===== src/rtl/mesi_isc_broad_cntl_n.sv =====
// Broadcast controller for an N-CPU MESI intersection controller: snoops every
// enabled non-originating CPU, then grants the originator and pops the FIFO.
module mesi_isc_broad_cntl_n #(
  parameter int CPU_NUM          = 4,
  parameter int CPU_ID_WIDTH     = 2,
  parameter int CBUS_CMD_WIDTH   = 3,
  parameter int BROAD_TYPE_WIDTH = 2,
  parameter int BROAD_ID_WIDTH   = 5,
  parameter int TIMEOUT_CYCLES   = 255
) (
  input  logic                                clk,
  input  logic                                rst,
  input  logic [CPU_NUM-1:0]                  cbus_ack_array_i,
  input  logic [CPU_NUM-1:0]                  cpu_en_mask_i,
  input  logic                                fifo_status_empty_i,
  input  logic [BROAD_TYPE_WIDTH-1:0]         broad_snoop_type_i,
  input  logic [CPU_ID_WIDTH-1:0]             broad_snoop_cpu_id_i,
  input  logic [BROAD_ID_WIDTH-1:0]           broad_snoop_id_i,
  input  logic                                err_clr_i,
  output logic [CPU_NUM*CBUS_CMD_WIDTH-1:0]   cbus_cmd_array_o,
  output logic                                broad_fifo_rd_o,
  output logic                                busy_o,
  output logic                                timeout_err_o,
  output logic [BROAD_ID_WIDTH-1:0]           err_id_o
);

  localparam int TW = $clog2(TIMEOUT_CYCLES + 1);
  localparam logic [TW-1:0] TIMER_MAX = TW'(TIMEOUT_CYCLES - 1);
  localparam logic [CPU_ID_WIDTH:0] CPU_NUM_L = (CPU_ID_WIDTH + 1)'(CPU_NUM);

  localparam logic [BROAD_TYPE_WIDTH-1:0] T_NOP = BROAD_TYPE_WIDTH'(0);
  localparam logic [BROAD_TYPE_WIDTH-1:0] T_WR  = BROAD_TYPE_WIDTH'(1);
  localparam logic [BROAD_TYPE_WIDTH-1:0] T_RD  = BROAD_TYPE_WIDTH'(2);

  localparam logic [CBUS_CMD_WIDTH-1:0] C_NOP      = CBUS_CMD_WIDTH'(0);
  localparam logic [CBUS_CMD_WIDTH-1:0] C_WR_SNOOP = CBUS_CMD_WIDTH'(1);
  localparam logic [CBUS_CMD_WIDTH-1:0] C_RD_SNOOP = CBUS_CMD_WIDTH'(2);
  localparam logic [CBUS_CMD_WIDTH-1:0] C_EN_WR    = CBUS_CMD_WIDTH'(3);
  localparam logic [CBUS_CMD_WIDTH-1:0] C_EN_RD    = CBUS_CMD_WIDTH'(4);

  typedef enum logic [1:0] {
    S_IDLE   = 2'd0,
    S_SNOOP  = 2'd1,
    S_ENABLE = 2'd2,
    S_POP    = 2'd3
  } state_t;

  state_t                           state_q, state_d;
  logic [CPU_NUM-1:0]               pending_q, pending_d;
  logic [TW-1:0]                    timer_q, timer_d;
  logic [BROAD_TYPE_WIDTH-1:0]      type_q, type_d;
  logic [CPU_ID_WIDTH-1:0]          src_q, src_d;
  logic [BROAD_ID_WIDTH-1:0]        id_q, id_d;
  logic [CPU_NUM*CBUS_CMD_WIDTH-1:0] cmd_d;
  logic                             rd_d, busy_d;
  logic                             err_d;
  logic [BROAD_ID_WIDTH-1:0]        err_id_d;
  logic                             set_err;
  logic [BROAD_ID_WIDTH-1:0]        err_src_id;
  logic [CPU_NUM-1:0]               src_onehot;
  logic                             src_ok;

  always_comb begin
    state_d    = state_q;
    pending_d  = pending_q;
    timer_d    = timer_q;
    type_d     = type_q;
    src_d      = src_q;
    id_d       = id_q;
    set_err    = 1'b0;
    err_src_id = id_q;
    err_d      = timeout_err_o;
    err_id_d   = err_id_o;
    cmd_d      = '0;
    src_onehot = CPU_NUM'(1) << broad_snoop_cpu_id_i;
    src_ok     = {1'b0, broad_snoop_cpu_id_i} < CPU_NUM_L;

    case (state_q)
      S_IDLE: begin
        if (!fifo_status_empty_i) begin
          type_d = broad_snoop_type_i;
          src_d  = broad_snoop_cpu_id_i;
          id_d   = broad_snoop_id_i;
          if ((broad_snoop_type_i == T_WR || broad_snoop_type_i == T_RD) && src_ok) begin
            pending_d = cpu_en_mask_i & ~src_onehot;
            timer_d   = '0;
            state_d   = (|pending_d) ? S_SNOOP : S_ENABLE;
          end else if (broad_snoop_type_i == T_NOP) begin
            state_d = S_POP;
          end else begin
            set_err    = 1'b1;
            err_src_id = broad_snoop_id_i;
            state_d    = S_POP;
          end
        end
      end
      S_SNOOP: begin
        pending_d = pending_q & ~cbus_ack_array_i;
        if (pending_d == '0) begin
          timer_d = '0;
          state_d = S_ENABLE;
        end else if (timer_q == TIMER_MAX) begin
          pending_d = '0;
          set_err   = 1'b1;
          state_d   = S_POP;
        end else begin
          timer_d = timer_q + TW'(1);
        end
      end
      S_ENABLE: begin
        if (cbus_ack_array_i[src_q]) begin
          state_d = S_POP;
        end else if (timer_q == TIMER_MAX) begin
          set_err = 1'b1;
          state_d = S_POP;
        end else begin
          timer_d = timer_q + TW'(1);
        end
      end
      default: state_d = S_IDLE;
    endcase

    // A new error always beats a clear issued in the same cycle.
    if (set_err) begin
      err_d = 1'b1;
      if (!timeout_err_o) err_id_d = err_src_id;
    end else if (err_clr_i) begin
      err_d = 1'b0;
    end

    // Commands are derived from the next state so they appear registered.
    for (int i = 0; i < CPU_NUM; i++) begin
      if (state_d == S_SNOOP && pending_d[i])
        cmd_d[i*CBUS_CMD_WIDTH +: CBUS_CMD_WIDTH] = (type_d == T_WR) ? C_WR_SNOOP : C_RD_SNOOP;
      else if (state_d == S_ENABLE && src_d == CPU_ID_WIDTH'(i))
        cmd_d[i*CBUS_CMD_WIDTH +: CBUS_CMD_WIDTH] = (type_d == T_WR) ? C_EN_WR : C_EN_RD;
      else
        cmd_d[i*CBUS_CMD_WIDTH +: CBUS_CMD_WIDTH] = C_NOP;
    end
    rd_d   = (state_d == S_POP);
    busy_d = (state_d != S_IDLE);
  end

  always_ff @(posedge clk or negedge rst) begin
    if (!rst) begin
      state_q          <= S_IDLE;
      pending_q        <= '0;
      timer_q          <= '0;
      type_q           <= '0;
      src_q            <= '0;
      id_q             <= '0;
      cbus_cmd_array_o <= '0;
      broad_fifo_rd_o  <= 1'b0;
      busy_o           <= 1'b0;
      timeout_err_o    <= 1'b0;
      err_id_o         <= '0;
    end else begin
      state_q          <= state_d;
      pending_q        <= pending_d;
      timer_q          <= timer_d;
      type_q           <= type_d;
      src_q            <= src_d;
      id_q             <= id_d;
      cbus_cmd_array_o <= cmd_d;
      broad_fifo_rd_o  <= rd_d;
      busy_o           <= busy_d;
      timeout_err_o    <= err_d;
      err_id_o         <= err_id_d;
    end
  end

endmodule


===== config.mk =====
export PLATFORM = sky130hd
export DESIGN_NAME = mesi_isc_broad_cntl_n
export DESIGN_NICKNAME = d
export VERILOG_FILES = /design/src/rtl/mesi_isc_broad_cntl_n.sv
export SDC_FILE = /design/constraint.sdc
export NUM_CORES = 1
export LEC_CHECK = 0
export ABC_AREA = 1
export BUFFER_PORTS_ARGS = -buffer_cell sky130_fd_sc_hd__buf_4
export CAP_MARGIN = 25
export CORE_ASPECT_RATIO = 1.4
export CORE_MARGIN = 5
export CORE_UTILIZATION = 35
export DETAILED_ROUTE_END_ITERATION = 12
export PLACE_DENSITY_LB_ADDON = 0.05
export SYNTH_ARGS = -nofsm -noshare
export SYNTH_HDL_FRONTEND = slang
export SYNTH_SLANG_ARGS = --single-unit

===== constraint.sdc =====
create_clock -name clk -period 2.4 [get_ports clk]
set_input_delay 0.36 -clock clk [delete_from_list [all_inputs] [get_ports clk]]
set_output_delay 0.36 -clock clk [all_outputs]
set_load 0.1 [all_outputs]

=== Word-level counts from Yosys, hierarchy flattened ===
Cells that the tools add are included.

* Bitwise operators: 6
* $lt $le $gt $ge: 1
* Multiplexer cells: 47
* Equal/unequal tests: 15
* Shifts and indexed selects: 1
* Reduce and logical (&&, ||, !) cells: 20
* Add/sub/neg operators: 1

{| class="wikitable"
|+ Operators with widths
! kind !! number
|-
| $mux 8 || 5
|-
| $mux 3 || 9
|-
| $pmux 8 s3 || 1
|-
| $mux 2 || 11
|-
| $mux 5 || 4
|-
| $mux 4 || 4
|-
| $eq 2x2->1 const B || 6
|-
| $eq 2x1->1 const B || 5
|-
| $mux 1 || 9
|-
| $add 8x1->8 const B || 1
|-
| $and 4x4->4 || 2
|-
| $eq 8x8->1 const B || 1
|-
| $logic_and 1x1->1 || 8
|-
| $not 4->4 || 2
|-
| $pmux 4 s2 || 1
|-
| $logic_not 2->1 || 3
|-
| $ne 2x2->1 const B || 3
|-
| $pmux 2 s3 || 1
|-
| $logic_not 4->1 || 1
|-
| $reduce_and 2->1 || 2
|-
| $reduce_and 4->1 || 1
|-
| $reduce_bool 2->1 || 2
|-
| $reduce_or 4->1 || 1
|-
| $shl 1x2->4 const A || 1
|-
| 6 further kinds || 7
|}

* Logic and storage cells: 102
* Bits in registers: 43
* Bits of input ports: 21
* Output and inout port bits: 20

=== Depth between registers and ports, before layout ===
* Word-level depth: 12
* Gate-level depth with buffers: 12
* Gate-level depth less buffers: 12

=== Worst setup path after synthesis ===
OpenSTA, ideal clock, no wires.

* Path kind: flip-flop to flip-flop
* Start point: reg state_q[1]
* End point: reg cbus_cmd_array_o[0]
* Clock period less this slack: 1,656 ps
* Setup time: 118 ps
* Arrival time: 1,538 ps
* Path buffers: 1
* Required time: 2,282 ps
* Cell stages (with the launch flop): 11
* Slack: 744 ps
* Path through: dfrtp_1 -> inv_1 -> ha_1 -> inv_2 -> nor2_8 -> inv_4 -> o21ai_2 -> nor2_4 -> buf_4 -> nand3_1 -> nand2_1

* Elaborated cells on any way between the ends: 21
* Classes of those cells: eq/ne: 5; mux: 12; reduce/logical: 4

{| class="wikitable"
|+ RTL lines
! what !! line !! RTL
|-
| start: declaration || 48 || <nowiki>state_t state_q, state_d;</nowiki>
|-
| start signal: assignment || 158 || <nowiki>state_q <= state_d;</nowiki>
|-
| $logic_not 2->1 (*) || 78 || <nowiki>case (state_q)</nowiki>
|-
| $mux 2 (*) || 78 ||
|-
| via type_d[1] || 51 || <nowiki>logic [BROAD_TYPE_WIDTH-1:0] type_q, type_d;</nowiki>
|-
| $eq 2x1->1 (*) || 134, 136 ||
|-
| $mux 3 || 136 || <nowiki>cmd_d[i*CBUS_CMD_WIDTH +: CBUS_CMD_WIDTH] = (type_d == T_WR) ? C_EN_WR : C_EN_RD;</nowiki>
|-
| $mux 3 || 135 || <nowiki>else if (state_d == S_ENABLE && src_d == CPU_ID_WIDTH'(i))</nowiki>
|-
| $mux 3 (*) || 133 || <nowiki>if (state_d == S_SNOOP && pending_d[i])</nowiki>
|-
| via cmd_d[0] || 54 || <nowiki>logic [CPU_NUM*CBUS_CMD_WIDTH-1:0] cmd_d;</nowiki>
|-
| end signal: assignment || 164 || <nowiki>cbus_cmd_array_o <= cmd_d;</nowiki>
|-
| end: declaration || 20 || <nowiki>output logic [CPU_NUM*CBUS_CMD_WIDTH-1:0] cbus_cmd_array_o,</nowiki>
|}

Mark *: on every way through the listed nets, which the timed path passes. The rest lies on a longest branch.
A chain may end at the register's enable or synchronous reset.

=== Worst setup path after layout ===
* Start point: reg state_q[1]
* End point: reg cbus_cmd_array_o[4]

The elaborated chain is that of the path after synthesis.

==> results.cfg <==
[worst_setup_path]
crit_family = simple AND/OR/NAND/NOR gates
crit_top_cell = inv_1
crit_fanout = 17
path_buf_inv = 4
slowest_stage = dfrtp_1
critPathLaunchType = flop
critPathRequiredTime_ns = 2.59
critPathArrivalTime_ns = 2.20
crit_path_end_kind = flop
cp_slowest_stage_delay_ns = 0.43
cp_cell_sequence = inv_1 -> ha_1 -> inv_2 -> nor2_8 -> inv_4 -> nand2_2 -> o21ai_2 -> nor2_4 -> inv_1 -> nand3_1 -> nand2_1
critPathKind = flop to flop

[timing]
rsz0062_at_grt = no
setup-tns-final_ns = 0
tightest_slew_ns = 0.551
slew_violations = 0
setup_viol_count_final = 0
fin_skew_ns = 0.00862
max_slew_margin = 0.633
finalCritPeriodShare = 0.834
fin_crit_ns = 2.00
fmax_mhz = 500
hold_viol_final = 0

[clock_tree]
clk_latency_ns = 0.30
clk_path_buf_depth = 2
numCtsBuffers = 5
cts_setup_buffers = 0
clkSinkCount = 43
ctsResizeCount = 0
root_buffer = clkbuf_8
cts-htree-levels = 2
hold_buffers = 0
clk_pin_slew_ns = 0.09
cts_tree = yes

[hold_path]
min_path_type = input pin to asynchronous set/reset pin

[placed_design]
place_hpwl_mm = 4.28
gp_congestion = 0.841
numPortBuffers = 40
place_inst = 393

[final_layout]
fillers = 707
diodes = 0
regArea_um2 = 1080
final_cells = 401
syn2layout_area_growth_pct = 20.1
multi_input_area_um2 = 1100
layout-drive-gt1-share = 0.245
nets = 356

[synthesis]
ys_seq_area_frac = 0.459
synth.top_cell.area_share = 0.459
netlist_area_um2 = 2340
yosys_warnings = 0
ys_ff_latch = 43
synth-async-reset-ratio = 1.00
synth-edff-count = 0
synth_nets = 311
ys_types = 26
yosys_most_used_dff = dfrtp_1
synth_area_leaders = dfrtp_1, nand2_1, inv_1, nand3_1, ha_1
avgSynthCellArea_um2 = 8.34
syn_inst = 281
synth_top_area_cell = dfrtp_1

[power]
leakagePower_nw = 1.48
p_clk_frac = 0.121
p_int_mw = 1.70
powerDensity_nw_per_um2 = 1360
combPwrFrac = 0.599
power_frac_seq = 0.281
peakVddDrop_v = 0.000647
swShare = 0.556
p_sw_mw = 2.13

[detailed_routing]
wire_per_inst_um = 13.5
drt_iter0_drc = 107
vias_per_cell = 4.78
dr.pass1.iters = 6
vias = 1915
ant_nets = 0
drc_errors = 0
drt-total-wl_mm = 5.43

[die]
ioPinCount = 41
die_w_um = 79.2
die_h_um = 107
rows = 35
start_util = 0.357
dieArea_um2 = 8460
core_area_um2 = 6570

[global_routing]
grt_pass1_wl_mm = 9.38
antenna_found_initial = 0
grt_overflow = 0
grt_pass1_vias = 1935
grt_max_degree = 44
track_usage = 0.141

[outcome]
status = finished clean

[run]
drv_cap = 0
power by group through the flow:
stage / clock network [mW] / registers, mW / logic, mW
5_1_grt: 0.509 / 1.12 / 2.50
3_5_place_dp: 0 / 1.09 / 2.32
4_1_cts: 0.494 / 1.08 / 2.33
3_3_place_gp: 0 / 1.09 / 2.31
2_1_floorplan: 0 / 1.91 / 1.02
6_report: 0.463 / 1.08 / 2.30
cell usage after synthesis (all sizes together), types with 2 or more instances:
cell type / n
a21oi: 9
o22ai: 6
ha: 9
nand2: 76
o221ai: 4
dfrtp: 43
inv: 42
nand3: 29
o21ai: 29
nor2: 28
a31oi: 2
cells by family after synthesis:
| kind of cell | Yosys count | synth area share |
|---|---|---|
| and+or+nand+nor | 134 | 0.291 |
| AOI/OAI and AO/OA | 50 | 0.125 |
| buffers and inverters | 44 | 0.0731 |
| DFF | 43 | 0.459 |
| adders and majority gates | 9 | 0.0480 |
| xor gates and xnor gates | 1 | 0.00374 |
registers in the layout (all words and copies together), names as in the netlist, 2 cells and up:
register          count
timer_q               8
err_id_o              5
type_q                2
src_q                 2
cbus_cmd_array_o     12
pending_q             4
state_q               2
id_q                  5
per-stage QoR:
stage           util  hold WS [ns]  setup WS [ns]  total power, mW  instance area, µm²
6_report       0.429        0.0376          0.398             3.84                2820
5_1_grt        0.429         0.101          0.205             4.12                2820
4_1_cts        0.429        0.0590          0.381             3.90                2820
3_5_place_dp   0.415         0.397          0.385             3.42                2730
3_3_place_gp   0.415         0.396          0.391             3.41                2730
2_1_floorplan      -        0.0644          0.744             2.93                2340
cell usage in the layout (no fill, tap or decap), types with 3 or more instances in the layout:
cell type,instances
dfrtp_1,43
nand3_4,3
clkbuf_8,5
inv_2,7
nor2_4,3
ha_1,9
nand2_4,3
nand2_1,68
buf_4,40
o21ai_1,11
o221ai_1,4
o21ai_0,13
nand3_1,24
a21oi_1,9
nand2_2,5
o21ai_2,5
nor2_1,22
inv_1,34
o22ai_1,6
worst paths after layout:
check                                          start  slack (ns)  depth (start not counted)                       endpoint
worst min register to register   id_q[1]$_DFFE_PN0P_        0.49                          2            id_q[1]$_DFFE_PN0P_
max in group asynchronous                        rst        1.97                          1         timer_q[4]$_DFFE_PN0P_
worst max register to register  state_q[1]$_DFF_PN0_        0.40                         11  cbus_cmd_array_o[4]$_DFF_PN0_
worst max-delay path            state_q[1]$_DFF_PN0_        0.40                         11  cbus_cmd_array_o[4]$_DFF_PN0_
min in group clk                           err_clr_i        0.25                          2      timeout_err_o$_DFFE_PN0P_
worst min-delay path                             rst        0.04                          1  cbus_cmd_array_o[0]$_DFF_PN0_
layer usage:
layer / share of wire / vias up / wire length [µm] / track usage
li1: - / 991 / - / -
met1: 0.42 / 861 / 2270 / 0.167
met2: 0.52 / 50 / 2830 / 0.256
met3: 0.038 / 13 / 207 / 0.0252
met4: 0.021 / 0 / 114 / 0.0455
met5: 0 / - / 0 / 0
area by class of cell:
type / instances / area share
Clock buffer: 5 / 0.0244
Clock inverter: 3 / 0.00711
Inverter: 42 / 0.0569
Multi-Input combinational cell: 194 / 0.390
Sequential cell: 43 / 0.382
Tap cell: 74 / 0.0329
Timing Repair Buffer: 40 / 0.107
No activity file was read; power rests on OpenSTA's default activity.
